## config.mk

```make
export PLATFORM = sky130hd
export DESIGN_NAME = rec_event_encoder
export DESIGN_NICKNAME = d
export VERILOG_FILES = /design/src/rtl/recorder_pkg.sv /design/src/rtl/input_debouncer.sv /design/src/rtl/rec_event_encoder.sv
export SDC_FILE = /design/constraint.sdc
export NUM_CORES = 1
export LEC_CHECK = 0
export ABC_CLOCK_PERIOD_IN_PS = 1860
export BUFFER_PORTS_ARGS = -buffer_cell sky130_fd_sc_hd__buf_2
export CAP_MARGIN = 20
export CORE_AREA = 2 2 62 64
export CTS_BUF_LIST = sky130_fd_sc_hd__clkbuf_4 sky130_fd_sc_hd__clkbuf_8
export CTS_CLUSTER_DIAMETER = 50
export DETAILED_ROUTE_END_ITERATION = 8
export DIE_AREA = 0 0 64 66
export HOLD_SLACK_MARGIN = 0.06
export MAX_ROUTING_LAYER = met4
export PLACE_DENSITY = 0.77
export SYNTH_ARGS = -nofsm -noshare
export SYNTH_HDL_FRONTEND = slang
export SYNTH_SLANG_ARGS = --single-unit
```

## constraint.sdc

```tcl
create_clock -name i_clk -period 1.86 [get_ports i_clk]
set_input_delay 0.186 -clock i_clk [delete_from_list [all_inputs] [get_ports i_clk]]
set_output_delay 0.186 -clock i_clk [all_outputs]
set_load 0.005 [all_outputs]
```

## src/rtl/recorder_pkg.sv

```systemverilog
// Shared recorder definitions: command opcodes, transport states and the
// layout of the 16-bit input_event word.
package recorder_pkg;

   localparam logic [3:0] REC_NONE   = 4'd0;
   localparam logic [3:0] REC_RECORD = 4'd1;
   localparam logic [3:0] REC_PAUSE  = 4'd2;
   localparam logic [3:0] REC_STOP   = 4'd3;
   localparam logic [3:0] REC_PLAY   = 4'd4;

   typedef enum logic [2:0] {
      ST_IDLE   = 3'd0,
      ST_RECORD = 3'd1,
      ST_PAUSE  = 3'd2,
      ST_STOP   = 3'd3,
      ST_PLAY   = 3'd4
   } rec_state_e;

   localparam int unsigned EV_OPC_LSB    = 12;
   localparam int unsigned EV_SPEED_LSB  = 8;
   localparam int unsigned EV_SLOW_BIT   = 7;
   localparam int unsigned EV_INTERP_BIT = 6;

   localparam logic [3:0] SPEED_MIN = 4'd1;
   localparam logic [3:0] SPEED_MAX = 4'd8;

   function automatic logic [3:0] clamp_speed(input logic [3:0] spd);
      if (spd < SPEED_MIN)      return SPEED_MIN;
      else if (spd > SPEED_MAX) return SPEED_MAX;
      else                      return spd;
   endfunction

   function automatic logic [15:0] make_event(input logic [3:0] opc,
                                              input logic [3:0] spd,
                                              input logic       slow,
                                              input logic       interp);
      logic [15:0] w;
      w = '0;
      w[EV_OPC_LSB +: 4]   = opc;
      w[EV_SPEED_LSB +: 4] = spd;
      w[EV_SLOW_BIT]       = slow;
      w[EV_INTERP_BIT]     = interp;
      return w;
   endfunction

endpackage

```

## src/rtl/input_debouncer.sv

```systemverilog
// Single-bit 2-flop synchroniser plus stability counter. The counter is only
// built when REC_EVENT_DEBOUNCE_EN is defined; otherwise the synced value passes through.
module input_debouncer #(
   parameter int unsigned DEBOUNCE_CYCLES = 500000,
   parameter logic        IDLE_VAL        = 1'b0,
   parameter bit          HOLD_UNTIL_IDLE = 1'b0
) (
   input  logic i_clk,
   input  logic i_rst_n,
   input  logic i_raw,
   output logic o_stable
);

   logic [1:0] sync_q;
   logic [1:0] fill_q;
   logic       arm_q;
   logic       synced;

   if (DEBOUNCE_CYCLES < 1 || DEBOUNCE_CYCLES > 32'h00FF_FFFF) begin : g_bad_cfg
      $error("input_debouncer: DEBOUNCE_CYCLES out of range");
   end

   // An input held away from its idle level through reset stays masked until
   // it has been seen at idle once the synchroniser holds real samples.
   always_ff @(posedge i_clk or negedge i_rst_n) begin
      if (!i_rst_n) begin
         sync_q <= {2{IDLE_VAL}};
         fill_q <= '0;
         arm_q  <= ~HOLD_UNTIL_IDLE;
      end else begin
         sync_q <= {sync_q[0], i_raw};
         fill_q <= {fill_q[0], 1'b1};
         if (fill_q[1] && (sync_q[1] == IDLE_VAL)) arm_q <= 1'b1;
      end
   end

   assign synced = arm_q ? sync_q[1] : IDLE_VAL;

`ifdef REC_EVENT_DEBOUNCE_EN
   localparam logic [23:0] CNT_MAX = 24'(DEBOUNCE_CYCLES - 1);

   logic [23:0] cnt_q;
   logic        stable_q;

   always_ff @(posedge i_clk or negedge i_rst_n) begin
      if (!i_rst_n) begin
         cnt_q    <= '0;
         stable_q <= IDLE_VAL;
      end else if (synced != stable_q) begin
         if (cnt_q == CNT_MAX) begin
            stable_q <= synced;
            cnt_q    <= '0;
         end else begin
            cnt_q <= cnt_q + 24'd1;
         end
      end else begin
         cnt_q <= '0;
      end
   end

   assign o_stable = stable_q;
`else
   assign o_stable = synced;
`endif

endmodule

```

## src/rtl/rec_event_encoder.sv

```systemverilog
// Recorder front end: debounced keys/switches, transport FSM and one-cycle
// input_event command words. Debouncing is enabled by REC_EVENT_DEBOUNCE_EN.
module rec_event_encoder
   import recorder_pkg::*;
#(
   parameter int unsigned DEBOUNCE_CYCLES = 500000
) (
   input  logic        i_clk,
   input  logic        i_rst_n,
   input  logic [3:0]  i_key,
   input  logic [5:0]  i_sw,
   input  logic        i_play_done,
   output logic [15:0] o_input_event,
   output logic [2:0]  o_state
);

   logic [3:0]  key_db;
   logic [5:0]  sw_db;
   logic [3:0]  key_q;
   logic [5:0]  sw_q;
   logic        done_q;
   logic        pfp_q;
   logic [15:0] event_q;
   rec_state_e  state_q;

   logic [3:0]  press;
   logic        in_play;
   logic        stop_v, pause_v, rec_v, play_v, sw_v;
   logic [15:0] play_word;

   for (genvar g = 0; g < 4; g++) begin : g_key
      input_debouncer #(
         .DEBOUNCE_CYCLES (DEBOUNCE_CYCLES),
         .IDLE_VAL        (1'b1),
         .HOLD_UNTIL_IDLE (1'b1)
      ) u_db (
         .i_clk    (i_clk),
         .i_rst_n  (i_rst_n),
         .i_raw    (i_key[g]),
         .o_stable (key_db[g])
      );
   end

   for (genvar g = 0; g < 6; g++) begin : g_sw
      input_debouncer #(
         .DEBOUNCE_CYCLES (DEBOUNCE_CYCLES),
         .IDLE_VAL        (1'b0),
         .HOLD_UNTIL_IDLE (1'b0)
      ) u_db (
         .i_clk    (i_clk),
         .i_rst_n  (i_rst_n),
         .i_raw    (i_sw[g]),
         .o_stable (sw_db[g])
      );
   end

   assign press   = key_q & ~key_db;
   assign in_play = (state_q == ST_PLAY);

   assign stop_v  = (press[3] && (state_q inside {ST_RECORD, ST_PLAY, ST_PAUSE}))
                 || (done_q && in_play);
   assign pause_v = press[2] && (state_q inside {ST_RECORD, ST_PLAY});
   assign rec_v   = press[0] && ((state_q inside {ST_IDLE, ST_STOP})
                                 || ((state_q == ST_PAUSE) && !pfp_q));
   assign play_v  = press[1] && ((state_q == ST_STOP)
                                 || ((state_q == ST_PAUSE) && pfp_q));
   assign sw_v    = in_play && (sw_db != sw_q);

   assign play_word = make_event(REC_PLAY, clamp_speed(sw_db[3:0]), sw_db[4], sw_db[5]);

   // if/else chain encodes the arbitration order; losing requests are dropped.
   always_ff @(posedge i_clk or negedge i_rst_n) begin
      if (!i_rst_n) begin
         state_q <= ST_IDLE;
         event_q <= '0;
         pfp_q   <= 1'b0;
         key_q   <= '1;
         sw_q    <= '0;
         done_q  <= 1'b0;
      end else begin
         key_q   <= key_db;
         sw_q    <= sw_db;
         done_q  <= i_play_done;
         event_q <= make_event(REC_NONE, '0, 1'b0, 1'b0);
         if (stop_v) begin
            state_q <= ST_STOP;
            event_q <= make_event(REC_STOP, '0, 1'b0, 1'b0);
         end else if (pause_v) begin
            state_q <= ST_PAUSE;
            pfp_q   <= in_play;
            event_q <= make_event(REC_PAUSE, '0, 1'b0, 1'b0);
         end else if (rec_v) begin
            state_q <= ST_RECORD;
            event_q <= make_event(REC_RECORD, '0, 1'b0, 1'b0);
         end else if (play_v || sw_v) begin
            state_q <= ST_PLAY;
            event_q <= play_word;
         end
      end
   end

   assign o_input_event = event_q;
   assign o_state       = state_q;

endmodule

```

### Word level (Yosys, flattened, before mapping)

Index checks and enable logic that the tools add are counted.

| cells by class | value |
|---|---|
| bitwise logic cells | 3 |
| reductions and logical operators | 23 |
| mux-type cells | 14 |
| $lt $le $gt $ge | 2 |
| equality and inequality tests | 5 |

Operator list:

| kind | number |
|---|---|
| two-way mux 15 bit | 4 |
| logical AND 1 bit | 12 |
| two-way mux 3 bit | 4 |
| two-way mux 4 bit | 2 |
| equality test 3 x 2 -> 1 bit, second input constant | 2 |
| inequality test 6 bit | 1 |
| AND 4 bit | 1 |
| > comparator 4 bit, second input constant | 1 |
| logical OR 1 bit | 4 |
| < comparator 4 x 1 -> 1 bit, second input constant | 1 |
| two-way mux 1 bit | 4 |
| NOT 4 bit | 1 |
| nonzero test 2 bit | 2 |
| nonzero test 4 bit | 1 |
| equality test 3 x 1 -> 1 bit, second input constant | 1 |
| equality test 3 bit, second input constant | 1 |
| zero test 3 bit | 1 |
| nonzero test 3 bit | 1 |
| AND reduction 2 bit | 1 |
| zero test 1 bit | 1 |
| NOT 1 bit | 1 |

| storage, ports and cells | value |
|---|---|
| bits in registers | 63 |
| output and inout port bits | 19 |

### Depth between registers and ports, before layout

| logic depth | value |
|---|---|
| depth after elaboration | 9 |
| mapped depth | 5 |
| depth with buffers taken out | 5 |

### Hierarchy

Synthesis repeated with hierarchy kept, for this count alone.

| second synthesis, totals | value |
|---|---|
| cell total of the unflattened synthesis | 126 |
| area, all modules | 1858.0 µm² |

Modules (own cells, without submodules):

| module | instances | cells each | area an instance (µm²) | seq. area each (µm²) |
|---|---|---|---|---|
| rec_event_encoder | 1 | 82 | 977.2 | 605.6 |
| input_debouncer at g_key[0].u_db ... | 4 | 8 | 145.1 | 127.6 |
| input_debouncer at g_sw[0].u_db ... | 6 | 2 | 50.0 | 50.0 |

### Least setup slack after synthesis

No wires, ideal clock.

| timing | value |
|---|---|
| kind | flip-flop to flip-flop |
| from | register state_q[0] (netlist: o_state[0]) |
| to | register pfp_q |
| setup slack | 0.298 ns |
| period minus slack after synthesis | 1.562 ns |
| required time | 1.734 ns |
| library setup time | 0.126 ns |
| stages on the path, launching flop included | 5 |
| arrival | 1.436 ns |
| buffers on the path | 1 |
| cell sequence | dfrtp_1 > xnor2_1 > or4b_1 > buf_2 > o32a_1 |

| between the ends | value |
|---|---|
| longest elaborated chain between the ends | 6 |
| elaborated cells on any way between the ends | 11 |
| classes of those cells | eq/ne: 3; bitwise: 1; reduce/logical: 7 |

RTL lines:

| element | line | RTL |
|---|---|---|
| start: declaration | rec_event_encoder.sv:24 | `rec_state_e state_q;` |
| start signal: assignment | rec_event_encoder.sv:74 | `state_q <= ST_IDLE;` |
| start signal: assignment | rec_event_encoder.sv:86 | `state_q <= ST_STOP;` |
| start signal: assignment | rec_event_encoder.sv:89 | `state_q <= ST_PAUSE;` |
| equality test 3 x 1 -> 1 bit, or another cell as far along | rec_event_encoder.sv:60, rec_event_encoder.sv:62 |  |
| nonzero test 3 bit | rec_event_encoder.sv:60 | `assign stop_v = (press[3] && (state_q inside {ST_RECORD, ST_PLAY, ST_PAUSE}))` |
| logical AND 1 bit | rec_event_encoder.sv:60 |  |
| logical OR 1 bit | rec_event_encoder.sv:61 | `\|\| (done_q && in_play);` |
| NOT 1 bit (no line) | n/a |  |
| AND reduction 2 bit (no line) | n/a |  |
| end signal: assignment | rec_event_encoder.sv:90 | `pfp_q <= in_play;` |
| end: declaration | rec_event_encoder.sv:22 | `logic pfp_q;` |

Several ways; a longest one is shown, not always the timed one.
A chain may end at the register's enable or synchronous reset.

### Worst setup path after layout

| timing | value |
|---|---|
| from | register state_q[2] (netlist: o_state[2]) |
| to | register event_q[10] (netlist: o_input_event[10]) |

| between the ends | value |
|---|---|
| longest elaborated chain between the ends | 9 |
| elaborated cells on any way between the ends | 24 |
| classes of those cells | eq/ne: 4; mux: 4; reduce/logical: 16 |

RTL lines:

| element | line | RTL |
|---|---|---|
| equality test 3 x 2 -> 1 bit | rec_event_encoder.sv:60, rec_event_encoder.sv:64, rec_event_encoder.sv:66 |  |
| logical AND 1 bit | rec_event_encoder.sv:66 | `\|\| ((state_q == ST_PAUSE) && pfp_q));` |
| logical OR 1 bit | rec_event_encoder.sv:66 |  |
| logical AND 1 bit | rec_event_encoder.sv:65 | `assign play_v = press[1] && ((state_q == ST_STOP)` |
| logical OR 1 bit | rec_event_encoder.sv:95 | `end else if (play_v \|\| sw_v) begin` |
| two-way mux 15 bit | rec_event_encoder.sv:95 |  |
| two-way mux 15 bit | rec_event_encoder.sv:92 | `end else if (rec_v) begin` |
| two-way mux 15 bit | rec_event_encoder.sv:88 | `end else if (pause_v) begin` |
| two-way mux 15 bit (*) | rec_event_encoder.sv:85 | `if (stop_v) begin` |
| end signal: assignment | rec_event_encoder.sv:87 | `event_q <= make_event(REC_STOP, '0, 1'b0, 1'b0);` |
| end signal: assignment | rec_event_encoder.sv:94 | `event_q <= make_event(REC_RECORD, '0, 1'b0, 1'b0);` |
| end signal: assignment | rec_event_encoder.sv:97 | `event_q <= play_word;` |
| end: declaration | rec_event_encoder.sv:23 | `logic [15:0] event_q;` |

Every way passes the cells marked *; elsewhere a longest branch is shown, timed or not.

==> impl_metrics.json <==
{
  "status": "finished, final reports clean",
  "die_y_um": 66,
  "routed_wl_mm": 2.59,
  "cts_setup_buffers": 0,
  "viasPerCell": 4.75,
  "ctsRootBufferMaster": "clkbuf_4",
  "syn_area_per_cell_sq_um": 15.1,
  "grt_use_total": 0.144,
  "num_antenna_cells": 0,
  "place_congestion": 0.817,
  "drtIter0Drc": 29,
  "cp-start-kind": "flop",
  "cts.clk_slew.worst_paths_ns": 0.13,
  "reg2reg_from": "o_state[2]$_DFFE_PN0P_",
  "utilization": 0.586,
  "worstPathCellList": "nor4bb_2 -> o211ai_1 -> nand3_1 -> o221ai_2 -> nor4b_1",
  "hold-worst-slack_ns": 0.334,
  "coreArea_sq_mm": 0.00355,
  "h-tree-depth": 2,
  "grt_max_degree": 27,
  "path_depth": 5,
  "start_util": 0.477,
  "die-area_sq_mm": 0.00422,
  "p_leak_nw": 0.964,
  "design_area_sq_mm": 0.00208,
  "grt_pass1_wl_mm": 4.36,
  "cts_tree": "yes",
  "clockBufferDepth": 2,
  "netlist_area_sq_mm": 0.00170,
  "row_count": 22,
  "fin_skew_ns": 0.00905,
  "slowest_stage": "dfrtp_1",
  "fin_crit_sh": 0.961,
  "ir_worst_vdd_mv": 0.573,
  "worstPathArrival_ns": 2.05,
  "synth_area_leaders": "dfrtp_1 (56%), dfstp_2 (19%), xnor2_1 (3.6%)",
  "yosys_warnings": 0,
  "crit_path_end_kind": "flop",
  "drive_gt1_frac": 0.335,
  "place_hpwl_mm": 1.77,
  "total_power_mw": 2.34,
  "placed_cell_area_sq_mm": 0.00186,
  "fmax_mhz": 560,
  "synth-edff-count": 0,
  "pin_count": 32,
  "slew_headroom": 0.607,
  "drtPass1Iterations": 4,
  "hp-class": "in -> async",
  "post_drt_wl_per_cell_um": 12.8,
  "yosysTopAreaCellShare": 0.561,
  "syn2layout_area_growth_pct": 22.8,
  "drc": 0,
  "cts_buffers": 5,
  "worstSetupPathType": "reg -> reg",
  "maxSlewViolCount": 0,
  "port_buffers": 24,
  "worstReg2RegEnd": "o_input_event[10]$_DFF_PN0_",
  "cap_violations": 0,
  "hold_viol": 0,
  "ys.flop_type": "dfrtp_1",
  "grt_pass1_vias": 957,
  "ant_nets": 0,
  "synth_area_leader_cell": "dfrtp_1",
  "ys_types": 31,
  "vias": 965,
  "antenna_found_initial": 0,
  "r2r_cells": 5,
  "yosys_register_bits": 50,
  "period_minus_slack_ns": 1.79,
  "async_flop_share": 1.00,
  "clock_latency_ns": 0.35,
  "cpPeakStageDelay_ns": 0.49,
  "fillers": 274,
  "grt-ovfl-total": 0,
  "reg2reg_slack_ns": 0.07,
  "crit_fanout": 7,
  "setup_viol": 0,
  "cp.required_ns": 2.12,
  "tightest_slew_ns": 0.588,
  "die_x_um": 64,
  "final_nets": 167,
  "seq_area_frac_synth": 0.747,
  "syn_inst": 112,
  "power.density_mw_per_mm2": 1130,
  "cp_top_family": "simple AND/OR/NAND/NOR gates",
  "cts_sinks": 50,
  "cp_num_buf_inv": 0
}
cells by family (layout without fill, tap and decap cells):
group                     after synthesis  count (layout)  share of synthesized area
AOI/OAI and AO/OA                      15              15                     0.0708
other                                   2               8                    0.00443
and+or+nand+nor                        26              26                     0.0989
buffers and inverters                  12              49                     0.0428
xor gates and xnor gates                7               7                     0.0362
DFF                                    50              50                      0.747
flip-flops by register name (all words and copies together), names as in the netlist:
signal / count
done_q: 1
g_key.u_db.arm_q: 4
g_key.u_db.fill_q: 2
g_key.u_db.sync_q: 8
g_sw.u_db.sync_q: 12
key_q: 4
o_input_event: 9
o_state: 3
pfp_q: 1
sw_q: 6
synth_stat cells, drive strengths merged, types with 4 or more instances:
cell and number:
nand2b 5, a21o 4, buf 8, inv 4
xnor2 7, nor3 4, nor2 4, dfrtp 38
dfstp 12
layout make-up:
| class | instances | area (sq um) | area share |
|---|---|---|---|
| Inverter | 4 | 15.0 | 0.00721 |
| Tap cell | 48 | 60.1 | 0.0288 |
| Clock inverter | 1 | 30.0 | 0.0144 |
| Multi-Input combinational cell | 56 | 392 | 0.188 |
| Sequential cell | 50 | 1270 | 0.608 |
| Timing Repair Buffer | 37 | 260 | 0.125 |
| Clock buffer | 7 | 58.8 | 0.0282 |
what timing repair did:
action                                  in CTS  in global routing
gates resized for setup                      0                  2
hold buffers                                12                  0
endpoints found under the hold margin       35                  0
endpoints found under the setup margin       0                  3
routing by layer:
layer / GRT usage / vias up / share of wire
li1: - / 450 / -
met1: 0.162 / 480 / 0.40
met2: 0.233 / 30 / 0.54
met3: 0.0460 / 5 / 0.048
met4: 0.0707 / 0 / 0.017
met5: - / - / 0
cell usage in the layout (no fill, tap or decap), types with 2 or more instances in the layout:
cell type,n
nor3_1,3
nor2_1,4
buf_2,24
dfrtp_1,38
a21oi_1,2
clkbuf_4,6
dfstp_2,12
conb_1,8
a31o_2,2
a21o_1,4
o211ai_1,2
nand2b_1,5
nor3b_1,2
dlygate4sd3_1,12
inv_1,4
xnor2_1,7
stage by stage:
stage	setup WS, ns	setup TNS [ns]	std cells
6_report	0.0734	0	203
5_1_grt	-0.0637	-0.130	203
4_1_cts	0.0479	0	203
3_5_place_dp	0.0522	0	183
3_3_place_gp	0.200	0	183
2_1_floorplan	0.298	0	118
report_power, final:
group / leakage (nW) / internal [mW] / switching, mW / total (mW)
registers: 0.577 / 1.21 / 0.103 / 1.31
logic: 0.338 / 0.194 / 0.192 / 0.386
clock network: 0.0489 / 0.336 / 0.308 / 0.644
total: 0.964 / 1.74 / 0.603 / 2.34
how the worst max path moves through the flow:
stage | startpoint | endpoint
after CTS | o_state[2]$_DFFE_PN0P_ | o_input_event[9]$_DFF_PN0_
after floorplan | o_state[0]$_DFFE_PN0P_ | pfp_q$_DFFE_PN0P_
after global placement | o_state[2]$_DFFE_PN0P_ | o_input_event[10]$_DFF_PN0_
final | o_state[2]$_DFFE_PN0P_ | o_input_event[10]$_DFF_PN0_
after global routing | o_state[2]$_DFFE_PN0P_ | o_input_event[10]$_DFF_PN0_
after detailed placement | o_state[2]$_DFFE_PN0P_ | o_input_event[9]$_DFF_PN0_
(Power assumes the default switching activity.)
